--- src/rtl/ram_dp_param_pkg.sv ---
// Shared constants for the parametrised dual-port RAM family.
package ram_dp_param_pkg;

    // Collision behaviour selectors
    localparam int unsigned COLLIDE_READ_FIRST  = 0;
    localparam int unsigned COLLIDE_WRITE_FIRST = 1;
    localparam int unsigned COLLIDE_LEGACY      = 2;

    // Supported read latency range
    localparam int unsigned RD_LAT_MIN = 1;
    localparam int unsigned RD_LAT_MAX = 2;

    // True when a parameter set can be built
    function automatic logic params_ok(
        input int unsigned data_w,
        input int unsigned byte_w,
        input int unsigned rd_lat,
        input int unsigned collide_mode
    );
        logic ok;
        ok = 1'b1;
        if (byte_w == 0 || data_w == 0)                   ok = 1'b0;
        else if ((data_w % byte_w) != 0)                  ok = 1'b0;
        if (rd_lat < RD_LAT_MIN || rd_lat > RD_LAT_MAX)   ok = 1'b0;
        if (collide_mode > COLLIDE_LEGACY)                ok = 1'b0;
        return ok;
    endfunction

endpackage

--- src/rtl/ram_dp_core.sv ---
// Storage array with per-lane write and registered synchronous read.
// The array itself has no reset; only the read register is cleared.
module ram_dp_core
    import ram_dp_param_pkg::*;
#(
    parameter int unsigned DATA_W = 16,
    parameter int unsigned ADDR_W = 4,
    parameter int unsigned BYTE_W = 8
) (
    input  logic                     clk,
    input  logic                     rst_n,
    input  logic                     we_i,
    input  logic [DATA_W/BYTE_W-1:0] be_i,
    input  logic [ADDR_W-1:0]        waddr_i,
    input  logic [DATA_W-1:0]        wdata_i,
    input  logic                     re_i,
    input  logic [ADDR_W-1:0]        raddr_i,
    output logic [DATA_W-1:0]        rdata_o
);

    localparam int unsigned NBE   = DATA_W / BYTE_W;
    localparam int unsigned DEPTH = 1 << ADDR_W;

    logic [DATA_W-1:0] mem_q [DEPTH];
    logic [DATA_W-1:0] rdata_q;

    // Per-lane write; lanes with a cleared enable keep their contents
    always_ff @(posedge clk) begin
        for (int unsigned i = 0; i < NBE; i++) begin
            if (we_i && be_i[i]) begin
                mem_q[waddr_i][i*BYTE_W +: BYTE_W] <= wdata_i[i*BYTE_W +: BYTE_W];
            end
        end
    end

    // Read register: samples the pre-write word on a same-address collision
    always_ff @(posedge clk or negedge rst_n) begin
        if (!rst_n) begin
            rdata_q <= '0;
        end else if (re_i) begin
            rdata_q <= mem_q[raddr_i];
        end
    end

    assign rdata_o = rdata_q;

endmodule

--- src/rtl/ram_dp_param.sv ---
// Parametrised simple dual-port RAM: byte-enable writes, 1/2-cycle read
// latency, read_valid pulse and selectable read/write collision behaviour.
module ram_dp_param
    import ram_dp_param_pkg::*;
#(
    parameter int unsigned DATA_W       = 16,
    parameter int unsigned ADDR_W       = 4,
    parameter int unsigned BYTE_W       = 8,
    parameter int unsigned RD_LAT       = 1,
    parameter int unsigned COLLIDE_MODE = 0
) (
    input  logic                     clk,
    input  logic                     rst_n,
    input  logic                     write_en,
    input  logic [DATA_W/BYTE_W-1:0] write_be,
    input  logic [ADDR_W-1:0]        write_addr,
    input  logic [DATA_W-1:0]        write_data,
    input  logic                     read_en,
    input  logic [ADDR_W-1:0]        read_addr,
    output logic [DATA_W-1:0]        read_data,
    output logic                     read_valid
);

    localparam int unsigned NBE = DATA_W / BYTE_W;

    localparam logic IS_LEGACY      = (COLLIDE_MODE == COLLIDE_LEGACY);
    localparam logic IS_WRITE_FIRST = (COLLIDE_MODE == COLLIDE_WRITE_FIRST);

    // Refuse to build an unsupported configuration
    if (!params_ok(DATA_W, BYTE_W, RD_LAT, COLLIDE_MODE)) begin : g_bad_params
        $error("ram_dp_param: illegal DATA_W/BYTE_W/RD_LAT/COLLIDE_MODE combination");
    end

    logic              accept_c;
    logic              hit_c;
    logic [DATA_W-1:0] core_rdata;
    logic [DATA_W-1:0] merged_c;

    logic [NBE-1:0]    coll_be_q;
    logic [DATA_W-1:0] coll_data_q;
    logic              v1_q;

    // Legacy mode drops a read whenever a write is presented
    assign accept_c = read_en && !(IS_LEGACY && write_en);

    // Same-address write alongside an accepted read, only honoured in write-first mode
    assign hit_c = IS_WRITE_FIRST && accept_c && write_en && (read_addr == write_addr);

    ram_dp_core #(
        .DATA_W (DATA_W),
        .ADDR_W (ADDR_W),
        .BYTE_W (BYTE_W)
    ) u_core (
        .clk     (clk),
        .rst_n   (rst_n),
        .we_i    (write_en),
        .be_i    (write_be),
        .waddr_i (write_addr),
        .wdata_i (write_data),
        .re_i    (accept_c),
        .raddr_i (read_addr),
        .rdata_o (core_rdata)
    );

    // Collision merge register: remembers which lanes must come from the write port
    always_ff @(posedge clk or negedge rst_n) begin
        if (!rst_n) begin
            coll_be_q   <= '0;
            coll_data_q <= '0;
        end else if (accept_c) begin
            coll_be_q   <= hit_c ? write_be : '0;
            coll_data_q <= write_data;
        end
    end

    // First valid stage, aligned with the core read register
    always_ff @(posedge clk or negedge rst_n) begin
        if (!rst_n) begin
            v1_q <= 1'b0;
        end else begin
            v1_q <= accept_c;
        end
    end

    // Lane-wise merge of stored word and colliding write data
    always_comb begin
        merged_c = core_rdata;
        for (int unsigned i = 0; i < NBE; i++) begin
            if (coll_be_q[i]) begin
                merged_c[i*BYTE_W +: BYTE_W] = coll_data_q[i*BYTE_W +: BYTE_W];
            end
        end
    end

    if (RD_LAT == 2) begin : g_lat2
        logic [DATA_W-1:0] out_q;
        logic              v2_q;

        // Output register stage; later writes cannot disturb a captured result
        always_ff @(posedge clk or negedge rst_n) begin
            if (!rst_n) begin
                out_q <= '0;
                v2_q  <= 1'b0;
            end else begin
                v2_q <= v1_q;
                if (v1_q) begin
                    out_q <= merged_c;
                end
            end
        end

        assign read_data  = out_q;
        assign read_valid = v2_q;
    end else begin : g_lat1
        assign read_data  = merged_c;
        assign read_valid = v1_q;
    end

endmodule

--- config.mk ---
export PLATFORM = sky130hd
export DESIGN_NAME = ram_dp_param
export DESIGN_NICKNAME = d
export VERILOG_FILES = /design/src/rtl/ram_dp_param_pkg.sv /design/src/rtl/ram_dp_core.sv /design/src/rtl/ram_dp_param.sv
export SDC_FILE = /design/constraint.sdc
export NUM_CORES = 1
export LEC_CHECK = 0
export ABC_AREA = 1
export BUFFER_PORTS_ARGS = -buffer_cell sky130_fd_sc_hd__buf_2
export CORE_MARGIN = 10
export CORE_UTILIZATION = 45
export CTS_CLUSTER_SIZE = 16
export DETAILED_ROUTE_END_ITERATION = 6
export GPL_TIMING_DRIVEN = 1
export SYNTH_ARGS = -nofsm -noshare
export SYNTH_HDL_FRONTEND = slang
export SYNTH_HIERARCHICAL = 1
export SYNTH_SLANG_ARGS = --single-unit
--- constraint.sdc ---
create_clock -name clk -period 1.3 [get_ports clk]
set_input_delay 0.13 -clock clk [delete_from_list [all_inputs] [get_ports clk]]
set_output_delay 0.13 -clock clk [all_outputs]
set_load 0.01 [all_outputs]
### Yosys cells after proc, flatten, opt, wreduce, memory -nomap -nowiden

Memories as Yosys holds them, arrays and structs flattened. A register that Yosys moved wholly into a read port is not among the register bits.
Index checks and enable logic that the tools add are counted.

* reduce and logical (&&, ||, !) cells: 3
* multiplexer cells: 4

Operators with widths (count)
* 2-to-1 mux 1 bit: 4
* logical AND 1 bit: 2
* logical NOT 1 bit: 1

* memories: 1
* memory bits (writable): 256
* output and inout port bits: 17
* input port bits: 30
* register bits: 1

Memory list
* u_core.mem_q: words 16, width 16, read ports 1, clocked after memory_dff 1, write ports 1, line ram_dp_core.sv:24 `logic [DATA_W-1:0] mem_q [DEPTH];`

### Logic depth before layout (Yosys ltp)

Gate-level depths: netlist (run 1).

* depth after elaboration: 3
* depth in mapped cells: 11

### Cells and area by module

Netlist (run 1), hierarchy kept.

By module, submodules not included
* ram_dp_core: cells each 973, sequential area each 8087.8 um^2, times used 1, area each 11063.1 um^2
* ram_dp_param: cells each 1, sequential area each 25.0 um^2, times used 1, area each 25.0 um^2

### Least setup slack after synthesis (run 1)

Ideal clock, no wire load.

* kind: input -> register
* start point: input port write_be[0]
* end point: memory u_core.mem_q[10][0], enable pin
* setup slack: 66 ps
* cell stages on the path: 3
* arrival: 864 ps
* buffers on the path: 1
* required time: 930 ps
* path through: nand2_1 > clkbuf_1 > nor2_1

* word-level cells in the longest chain between the ends: 3

Ends and longest elaborated chain
* from (decl): line ram_dp_param.sv:15 `input logic [DATA_W/BYTE_W-1:0] write_be,`
* logical AND 1 bit: line ram_dp_core.sv:30 `if (we_i && be_i[i]) begin`
* 2-to-1 mux 1 bit: line ram_dp_core.sv:30
* 2-to-1 mux 1 bit (implied by the code): line ram_dp_core.sv:31 `mem_q[waddr_i][i*BYTE_W +: BYTE_W] <= wdata_i[i*BYTE_W +: BYTE_W];`
* to (decl): line ram_dp_core.sv:24

Every way passes these cells.

### Worst setup path after layout (run 1)

* start point: register u_core.rdata_q[11] (netlist: u_core/rdata_o[11]), read port of u_core.mem_q
* end point: output port read_data[11]

RTL lines
* from (decl): line ram_dp_core.sv:25 `logic [DATA_W-1:0] rdata_q;`
* to (decl): line ram_dp_param.sv:20 `output logic [DATA_W-1:0] read_data,`

No word-level cell between the ends.

==> results of run 1 <==
[cell families (layout without fill, tap and decap cells)]
kind of cell | after synthesis | in the layout | share of synthesized area, %
buffers and inverters | 67 | 184 | 3.20
DFF | 273 | 273 | 73.2
other | 0 | 2 | 0
and+or+nand+nor | 634 | 634 | 23.6
[placed cells by master (no fill, tap or decap), types with 9 or more instances in the layout]
cell type and count:
inv_1 9, buf_2 45, nor2_1 38, nand3_1 192
buf_12 13, clkbuf_16 27, nand2_1 404, dfrtp_1 16
buf_4 58, edfxtp_1 256
[repair_timing]
item                                    4_1_cts  5_1_grt
hold endpoints to repair                     99        0
resized for setup                             1        0
endpoints found under the setup margin        1        0
hold buffers                                  8        0
[metal layers]
layer	part of all wire (%)	vias to the layer above	global-route usage, %	wire length, um
met5	0	-	0	0
met4	1.5	0	3.43	401
met3	7.8	29	3.05	2050
met2	44	246	25.5	11600
met1	46	3492	24.5	12100
li1	-	3541	-	-
[sequential cells by signal (all words and copies together), names as in the netlist]
| name | count |
|---|---|
| read_valid | 1 |
| u_core/mem_q | 256 |
| u_core/rdata_o | 16 |
[final cells by class]
cell class	instances	area, um2	area share [%]
multi-input cells	634	2620	20.1
well taps	324	405	3.10
inverters	11	42.5	0.326
repair buffers	124	1000	7.66
diodes	2	5.00	0.0383
clock inverters	12	134	1.02
flip-flops and latches	273	8110	62.1
clock buffers	37	743	5.69
[metrics by stage]
stage / power (uW) / instances / hold slack [ps]
2_1_floorplan: 10700 / 974 / -166
3_3_place_gp: 11400 / 1358 / 108
3_5_place_dp: 11400 / 1358 / 114
4_1_cts: 19100 / 1415 / 3.30
5_1_grt: 19500 / 1416 / 16.2
6_report: 18900 / 1417 / 7.09
[worst max path at each step]
stage,startpoint,to,slack [ps]
4_1_cts,u_core/rdata_o[11],read_data[11],10
2_1_floorplan,write_be[0],u_core/mem_q[10][0],70
6_report,u_core/rdata_o[11],read_data[11],40
3_5_place_dp,read_addr[0],u_core/rdata_o[11],-70
5_1_grt,u_core/rdata_o[12],read_data[12],4
3_3_place_gp,read_addr[0],u_core/rdata_o[9],-60
[power groups by stage]
stage / logic, uW / clock network (uW) / registers, uW
after floorplan: 686 / 0 / 10000
after global placement: 1330 / 0 / 10000
after detailed placement: 1350 / 0 / 10000
after CTS: 1380 / 7840 / 9850
after global routing: 1520 / 8160 / 9860
final: 1360 / 7650 / 9850
==> flow_metrics.env, run 1 <==
export IMPL_status="complete, no violations"
export IMPL_dpl_hpwl_um=17400
export IMPL_finalWorstSetupSlack_ps=43.4
export IMPL_syn_inst=974
export IMPL_ys_top_cells_by_area="edfxtp_1, nand2_1, nand3_1"
export IMPL_place_congestion=0.850
export IMPL_drt_first_pass_iters=6
export IMPL_pwr_share_clk_pct=40.6
export IMPL_skew_ps=12.3
export IMPL_drt_wl_total_um=26200
export IMPL_cp_slowest_cell="dfrtp_2"
export IMPL_layout_drive_gt1_share_pct=14.5
export IMPL_path_max_fanout=2
export IMPL_max_stage_delay_ps=440
export IMPL_dp_slack_ps=-70.0
export IMPL_io_buffers=46
export IMPL_avgSynthCellArea_um2=11.4
export IMPL_synth_top_cell_area_share_pct=69.3
export IMPL_initial_core_util_pct=45.7
export IMPL_first_global_vias=7071
export IMPL_wl_per_cell_um=18.5
export IMPL_root_buffer="clkbuf_16"
export IMPL_power_density_mw_per_mm2=1440
export IMPL_switchingPower_uw=4060
export IMPL_clkSinkCount=273
export IMPL_max_clock_freq_mhz=796
export IMPL_crit_family="flip-flops"
export IMPL_syn_cell_area_mm2=0.0111
export IMPL_critPathLaunchType="flip-flop"
export IMPL_synth_edf_count=256
export IMPL_fin_crit_sh_pct=96.7
export IMPL_synth_common_cells="nand2_1, edfxtp_1, nand3_1, nor2_1, buf_2"
export IMPL_drv_slew=0
export IMPL_tightestPinTransition_ps=477
export IMPL_fp_dieH_um=177
export IMPL_max_cap_violations=0
export IMPL_grt_pass1_wl_um=41000
export IMPL_cts_setup_buffers=0
export IMPL_fin_setup_tns_ps=0
export IMPL_swShare_pct=21.5
export IMPL_cts_tree="yes"
export IMPL_min_path_cells=1
export IMPL_min_period_ps=1260
export IMPL_endpoint_kind="output port"
export IMPL_clock_path_buffers=3
export IMPL_setup_violations=0
export IMPL_yosysWarnings=6
export IMPL_route_detailed_drc=0
export IMPL_place_area_mm2=0.0121
export IMPL_crit_reg2reg_launch="u_core/mem_q[13][13]"
export IMPL_cts_buffers=27
export IMPL_cp_num_cells=1
export IMPL_synth_fp_nets=1004
export IMPL_grt_max_degree=44
export IMPL_nets=1101
export IMPL_yosysSeqAreaShare_pct=73.2
export IMPL_grt_setup_unrepaired="false"
export IMPL_p_int_uw=14800
export IMPL_dr_total_vias=7308
export IMPL_r2r_cells=8
export IMPL_grt_ovfl_total=0
export IMPL_reg2reg_to="u_core/rdata_o[13]"
export IMPL_p_seq_share_pct=52.2
export IMPL_ys_types=12
export IMPL_slew_limit_headroom_pct=68.2
export IMPL_pin_count=47
export IMPL_hold_violations=0
export IMPL_vias_per_cell=5.16
export IMPL_rows=57
export IMPL_required_ps=1170
export IMPL_clk_latency_ps=530
export IMPL_rrSetupSlack_ps=170
export IMPL_worstHoldPathType="in2reg"
export IMPL_yosysTopAreaCell="edfxtp_1"
export IMPL_finalCoreUtilization_pct=53.9
export IMPL_syn_to_final_growth_pct=17.8
export IMPL_fp_dieArea_mm2=0.0313
export IMPL_ys_dominant_reg_cell="edfxtp_1"
export IMPL_synth_async_reset_ratio_pct=6.23
export IMPL_htree_levels=1
export IMPL_grt_util_all_layers_pct=16.7
export IMPL_dr_first_iter_drc_count=683
export IMPL_pwr_share_comb_pct=7.2
export IMPL_crit_chain="buf_2"
export IMPL_critPathBufInv=1
export IMPL_critPathKind="reg2out"
export IMPL_ant_nets=0
export IMPL_hold_end="u_core/mem_q[14][0]"
export IMPL_antenna_found_initial=2
export IMPL_synth_seq_cells=273
export IMPL_die_w_um=177
export IMPL_path_clk_slew_ps=60
export IMPL_yosysMostFrequentCell="nand2_1"
export IMPL_arrival_ps=1130
export IMPL_fp_coreArea_mm2=0.0242
export IMPL_leakage_uw=0.00509
export IMPL_final_cell_area_mm2=0.0131
export IMPL_nFillCells=2074
export IMPL_irDropWorstVdd_uv=815
export IMPL_hp_start="write_data[0]"
Power figures use the tool's default switching activity.
==> run 2: changes to the inputs <==
Settings changed: CORE_UTILIZATION 45 to 47, SLEW_MARGIN set to 20.
Clock period 1.3 ns to 1.6 ns, I/O delays scaled along.
==> run 2 against run 1 <==
Net effect:
- setup slack better by 280 ps
- critical path depth unchanged
- cell area down 2.0%
- total power down 19%
- critical endpoint is now read_data[6]
==> flow_metrics.env, run 2 (synthesis results as in run 1) <==
export IMPL_critPathLaunchType="flip-flop"
export IMPL_dr_total_vias=7297
export IMPL_grt_max_degree=69
export IMPL_arrival_ps=1120
export IMPL_leakage_uw=0.00496
export IMPL_critPathBufInv=1
export IMPL_min_path_cells=1
export IMPL_endpoint_kind="output port"
export IMPL_layout_common_cells="nand2_1, edfxtp_1, nand3_1"
export IMPL_tightestPinTransition_ps=663
export IMPL_cts_setup_buffers=0
export IMPL_place_congestion=0.848
export IMPL_fp_coreArea_mm2=0.0233
export IMPL_rows=56
export IMPL_grt_setup_unrepaired="false"
export IMPL_pin_count=47
export IMPL_dpl_hpwl_um=16500
export IMPL_antenna_found_initial=0
export IMPL_die_w_um=174
export IMPL_fin_crit_sh_pct=79.8
export IMPL_ant_nets=0
export IMPL_required_ps=1440
export IMPL_path_clk_slew_ps=60
export IMPL_pwr_share_clk_pct=40.5
export IMPL_final_common_cell="nand2_1"
export IMPL_wl_per_cell_um=19.6
export IMPL_cp_slowest_cell="dfrtp_1"
export IMPL_vias_per_cell=5.25
export IMPL_min_period_ps=1280
export IMPL_hold_violations=0
export IMPL_pwr_share_comb_pct=6.8
export IMPL_largest_reg_flops=256
export IMPL_cp_num_cells=1
export IMPL_setup_violations=0
export IMPL_htree_levels=1
export IMPL_initial_core_util_pct=47.5
export IMPL_switchingPower_uw=3380
export IMPL_critPathKind="reg2out"
export IMPL_root_buffer="clkbuf_16"
export IMPL_cts_buffers=29
export IMPL_dr_first_iter_drc_count=639
export IMPL_crit_family="flip-flops"
export IMPL_io_buffers=46
export IMPL_drt_wl_total_um=27200
export IMPL_grt_ovfl_total=0
export IMPL_path_max_fanout=2
export IMPL_crit_chain="buf_2"
export IMPL_dp_slack_ps=144
export IMPL_drv_slew=0
export IMPL_fin_setup_tns_ps=0
export IMPL_slew_limit_headroom_pct=55.8
export IMPL_antenna_cells=0
export IMPL_finalWorstSetupSlack_ps=324
export IMPL_clk_latency_ps=540
export IMPL_power_density_mw_per_mm2=1190
export IMPL_max_stage_delay_ps=420
export IMPL_irDropWorstVdd_uv=1090
export IMPL_clock_path_buffers=3
export IMPL_max_cap_violations=0
export IMPL_drt_first_pass_iters=5
export IMPL_max_clock_freq_mhz=784
export IMPL_nets=1079
export IMPL_swShare_pct=22.2
export IMPL_worstHoldPathType="in2reg"
export IMPL_grt_util_all_layers_pct=17.9
export IMPL_first_global_vias=7240
export IMPL_layout_drive_gt1_share_pct=13.2
export IMPL_fp_dieArea_mm2=0.0301
export IMPL_clkSinkCount=273
export IMPL_skew_ps=8.35
export IMPL_top_register="u_core/mem_q"
export IMPL_syn_to_final_growth_pct=15.5
export IMPL_route_detailed_drc=0
export IMPL_p_int_uw=11800
export IMPL_fp_dieH_um=174
export IMPL_cts_tree="yes"
export IMPL_status="complete, no violations"
export IMPL_grt_pass1_wl_um=42500
export IMPL_r2r_cells=8
export IMPL_hold_slack_ps=14.4
export IMPL_p_seq_share_pct=52.6
## run 2: cell types whose count changed in the layout (fill, tap and decap cells not counted)
| cell | previous run | this run |
|---|---|---|
| buf_12 | 13 | 9 |
| buf_4 | 58 | 43 |
| bufinv_16 | 3 | 1 |
| clkbuf_16 | 27 | 29 |
| clkbuf_8 | 3 | 2 |
| clkinv_2 | 6 | 10 |
| dfrtp_1 | 16 | 17 |
| dfrtp_2 | 1 | 0 |
| diode_2 | 2 | 0 |
| dlygate4sd3_1 | 8 | 3 |
## run 2: metal layers
| layer | wire (um) | share of wire (%) | GRT usage, % | vias to the layer above |
|---|---|---|---|---|
| li1 | - | - | - | 3494 |
| met1 | 11000 | 40 | 21.6 | 3528 |
| met2 | 14200 | 52 | 32.8 | 224 |
| met3 | 1360 | 5.0 | 2.33 | 51 |
| met4 | 643 | 2.4 | 4.77 | 0 |
| met5 | 0 | 0 | 0 | - |
## run 2: power groups by stage
| stage | Clock, uW | Sequential [uW] | Combinational [uW] |
|---|---|---|---|
| global placement | 0 | 8150 | 1040 |
| detailed placement | 0 | 8150 | 1040 |
| CTS | 6270 | 8000 | 1050 |
| finish | 6160 | 8000 | 1040 |
| floorplan | 0 | 8160 | 558 |
| global route | 6570 | 8010 | 1160 |
## run 2: worst paths after layout
check | start | to | slack, ps
min in group asynchronous | rst_n | u_core/rdata_o[14] | 120
max in group asynchronous | rst_n | read_valid | 1130
hold reg to reg | u_core/rdata_o[14] | u_core/rdata_o[14] | 480
setup / recovery | u_core/rdata_o[6] | read_data[6] | 320
hold / removal | write_data[15] | u_core/mem_q[5][15] | 10
setup reg to reg | u_core/mem_q[7][0] | u_core/rdata_o[0] | 500
## run 2: per-stage QoR
stage	instance area, um2	std cells	utilization [%]	power (uW)
2_1_floorplan	11100	974	-	8720
3_3_place_gp	11900	1334	51.0	9190
3_5_place_dp	11900	1334	51.0	9190
4_1_cts	12800	1389	54.9	15300
5_1_grt	12800	1389	54.9	15700
6_report	12800	1389	54.9	15200
## run 2: worst register-to-register path, cell delays in order (launching register included)
cell	delay (ps)
edfxtp_1	380
nand2_1	80
nand3_1	80
nand3_1	110
nand2_1	60
nand2_1	100
nand2_1	70
nand2_1	60
nand2_1	40
## run 2: what timing repair did
action                                 CTS  global route
hold buffers                             3             0
gates resized for setup                  0             0
endpoints found under the hold margin   19             0
## run 2: layout make-up
class | count | area [um2]
clock buffer | 38 | 779
clock inverter | 14 | 93.8
fill | 2043 | 10500
inverter | 11 | 42.5
multi-input combinational | 634 | 2620
sequential | 273 | 8110
tap | 319 | 399
timing repair buffer | 100 | 758
==> run 3: changes to the inputs <==
Clock period 1.6 ns to 1.2 ns, I/O delays scaled along.
==> run 3 against run 2 <==
Net effect:
- the flow now finishes with violations (negative setup slack)
- die area unchanged
- sequential share of layout area down 2.4 points
- via count up 1.1%
- core utilization up 2.2 points
- largest power group unchanged
==> flow_metrics.env, run 3 (synthesis results as in run 1) <==
export IMPL_finalPower_uw=20200
export IMPL_dr_total_vias=7377
export IMPL_grt_ovfl_total=0
export IMPL_wl_per_cell_um=19.3
export IMPL_top_register="u_core/mem_q"
export IMPL_first_global_vias=7478
export IMPL_fp_dieArea_mm2=0.0301
export IMPL_drt_first_pass_iters=5
export IMPL_fp_coreArea_mm2=0.0233
export IMPL_finalWorstSetupSlack_ps=-32.1
export IMPL_hp_start="write_data[1]"
export IMPL_die_w_um=174
export IMPL_drt_wl_total_um=27500
export IMPL_max_cap_violations=0
export IMPL_tightestPinTransition_ps=681
export IMPL_nFillCells=2020
export IMPL_io_buffers=46
export IMPL_initial_core_util_pct=47.5
export IMPL_final_cell_area_mm2=0.0133
export IMPL_htree_levels=1
export IMPL_slew_limit_headroom_pct=54.5
export IMPL_grt_util_all_layers_pct=18.2
export IMPL_setup_violations=6
export IMPL_route_detailed_drc=0
export IMPL_clk_latency_ps=540
export IMPL_rows=56
export IMPL_fin_setup_tns_ps=-107
export IMPL_layout_common_cells="nand2_1, edfxtp_1, nand3_1"
export IMPL_critPathLaunchType="flip-flop"
export IMPL_grt_setup_unrepaired="true"
export IMPL_ant_nets=0
export IMPL_critPathBufInv=1
export IMPL_path_max_fanout=2
export IMPL_worstHoldPathType="in2reg"
export IMPL_root_buffer="clkbuf_16"
export IMPL_place_congestion=0.848
export IMPL_arrival_ps=1110
export IMPL_leakage_uw=0.00520
export IMPL_antenna_found_initial=0
export IMPL_largest_reg_flops=256
export IMPL_crit_reg2reg_launch="u_core/mem_q[3][1]"
export IMPL_required_ps=1080
export IMPL_syn_to_final_growth_pct=20.1
export IMPL_final_common_cell="nand2_1"
export IMPL_path_clk_slew_ps=60
export IMPL_fp_dieH_um=174
export IMPL_vias_per_cell=5.18
export IMPL_dp_slack_ps=-263
export IMPL_crit_family="flip-flops"
export IMPL_grt_max_degree=56
export IMPL_status="finished with violations"
export IMPL_fin_crit_sh_pct=103
export IMPL_violations="negative setup slack"
export IMPL_cts_tree="yes"
export IMPL_drv_slew=0
export IMPL_crit_chain="buf_6"
export IMPL_pin_count=47
export IMPL_cp_slowest_cell="dfrtp_2"
export IMPL_max_stage_delay_ps=440
export IMPL_max_clock_freq_mhz=812
export IMPL_critPathKind="reg2out"
export IMPL_endpoint_kind="output port"
export IMPL_grt_pass1_wl_um=43300
export IMPL_hold_violations=0
export IMPL_crit_start="u_core/rdata_o[5]"
export IMPL_min_period_ps=1230
export IMPL_skew_ps=12.3
export IMPL_power_density_mw_per_mm2=1520
export IMPL_clkSinkCount=273
export IMPL_antenna_cells=0
export IMPL_cts_buffers=28
export IMPL_layout_drive_gt1_share_pct=16.0
export IMPL_place_area_mm2=0.0123
export IMPL_irDropWorstVdd_uv=1260
export IMPL_nets=1115
export IMPL_dr_first_iter_drc_count=693
export IMPL_clock_path_buffers=3
export IMPL_dpl_hpwl_um=17300
export IMPL_hold_slack_ps=6.71
[run 3: cell count changes in the layout (fill, tap and decap cells not counted), sizes merged]
cell         before  now
buf              97  125
dlygate4sd3       3   12
clkbuf           38   42
clkinv           13    9
bufinv            1    0
[run 3: routing by layer]
| layer | up-vias | wire, um | global-route usage, % |
|---|---|---|---|
| met5 | - | 0 | 0 |
| met4 | 0 | 570 | 4.45 |
| met3 | 42 | 1380 | 2.31 |
| met2 | 211 | 14000 | 32.3 |
| met1 | 3558 | 11500 | 23.2 |
| li1 | 3566 | - | - |
[run 3: worst paths after layout]
check / slack, ps / end / cells past startpoint
max: -30 / read_data[5] / 1
min: 7 / u_core/mem_q[3][1] / 1
max reg2reg: 70 / u_core/rdata_o[1] / 8
min reg2reg: 470 / u_core/rdata_o[14] / 2
max in group asynchronous: 760 / u_core/rdata_o[5] / 2
min in group asynchronous: 70 / u_core/rdata_o[14] / 2
[run 3: what timing repair did]
action / 4_1_cts / 5_1_grt
buffers inserted: 3 / 2
setup endpoints to repair: 8 / 23
endpoints found under the hold margin: 157 / 0
resized for setup: 1 / 15
hold buffers: 12 / 0
pin swaps: 0 / 4
[run 3: metrics by stage]
step,std cells,util [%]
3_3_place_gp,1357,52.5
5_1_grt,1425,57.1
4_1_cts,1423,56.8
3_5_place_dp,1357,52.5
2_1_floorplan,974,-
6_report,1425,57.1
[run 3: layout make-up]
type,instances,area [um2],share of cell area (%)
Sequential cell,273,8110,60.9
Multi-Input combinational cell,634,2660,20.0
Timing Repair Buffer,137,1260,9.45
Clock buffer,42,793,5.96
Tap cell,319,399,3.00
Clock inverter,9,55.1,0.413
Inverter,11,42.5,0.319
[run 3: report_power, final]
part | total (uW) | leakage [uW] | switching [uW] | internal [uW]
sequential | 10700 | 0.00252 | 73.8 | 10600
combinational | 1600 | 0.00227 | 1000 | 597
clock | 7980 | 0.000413 | 3430 | 4550
total | 20200 | 0.00520 | 4500 | 15700
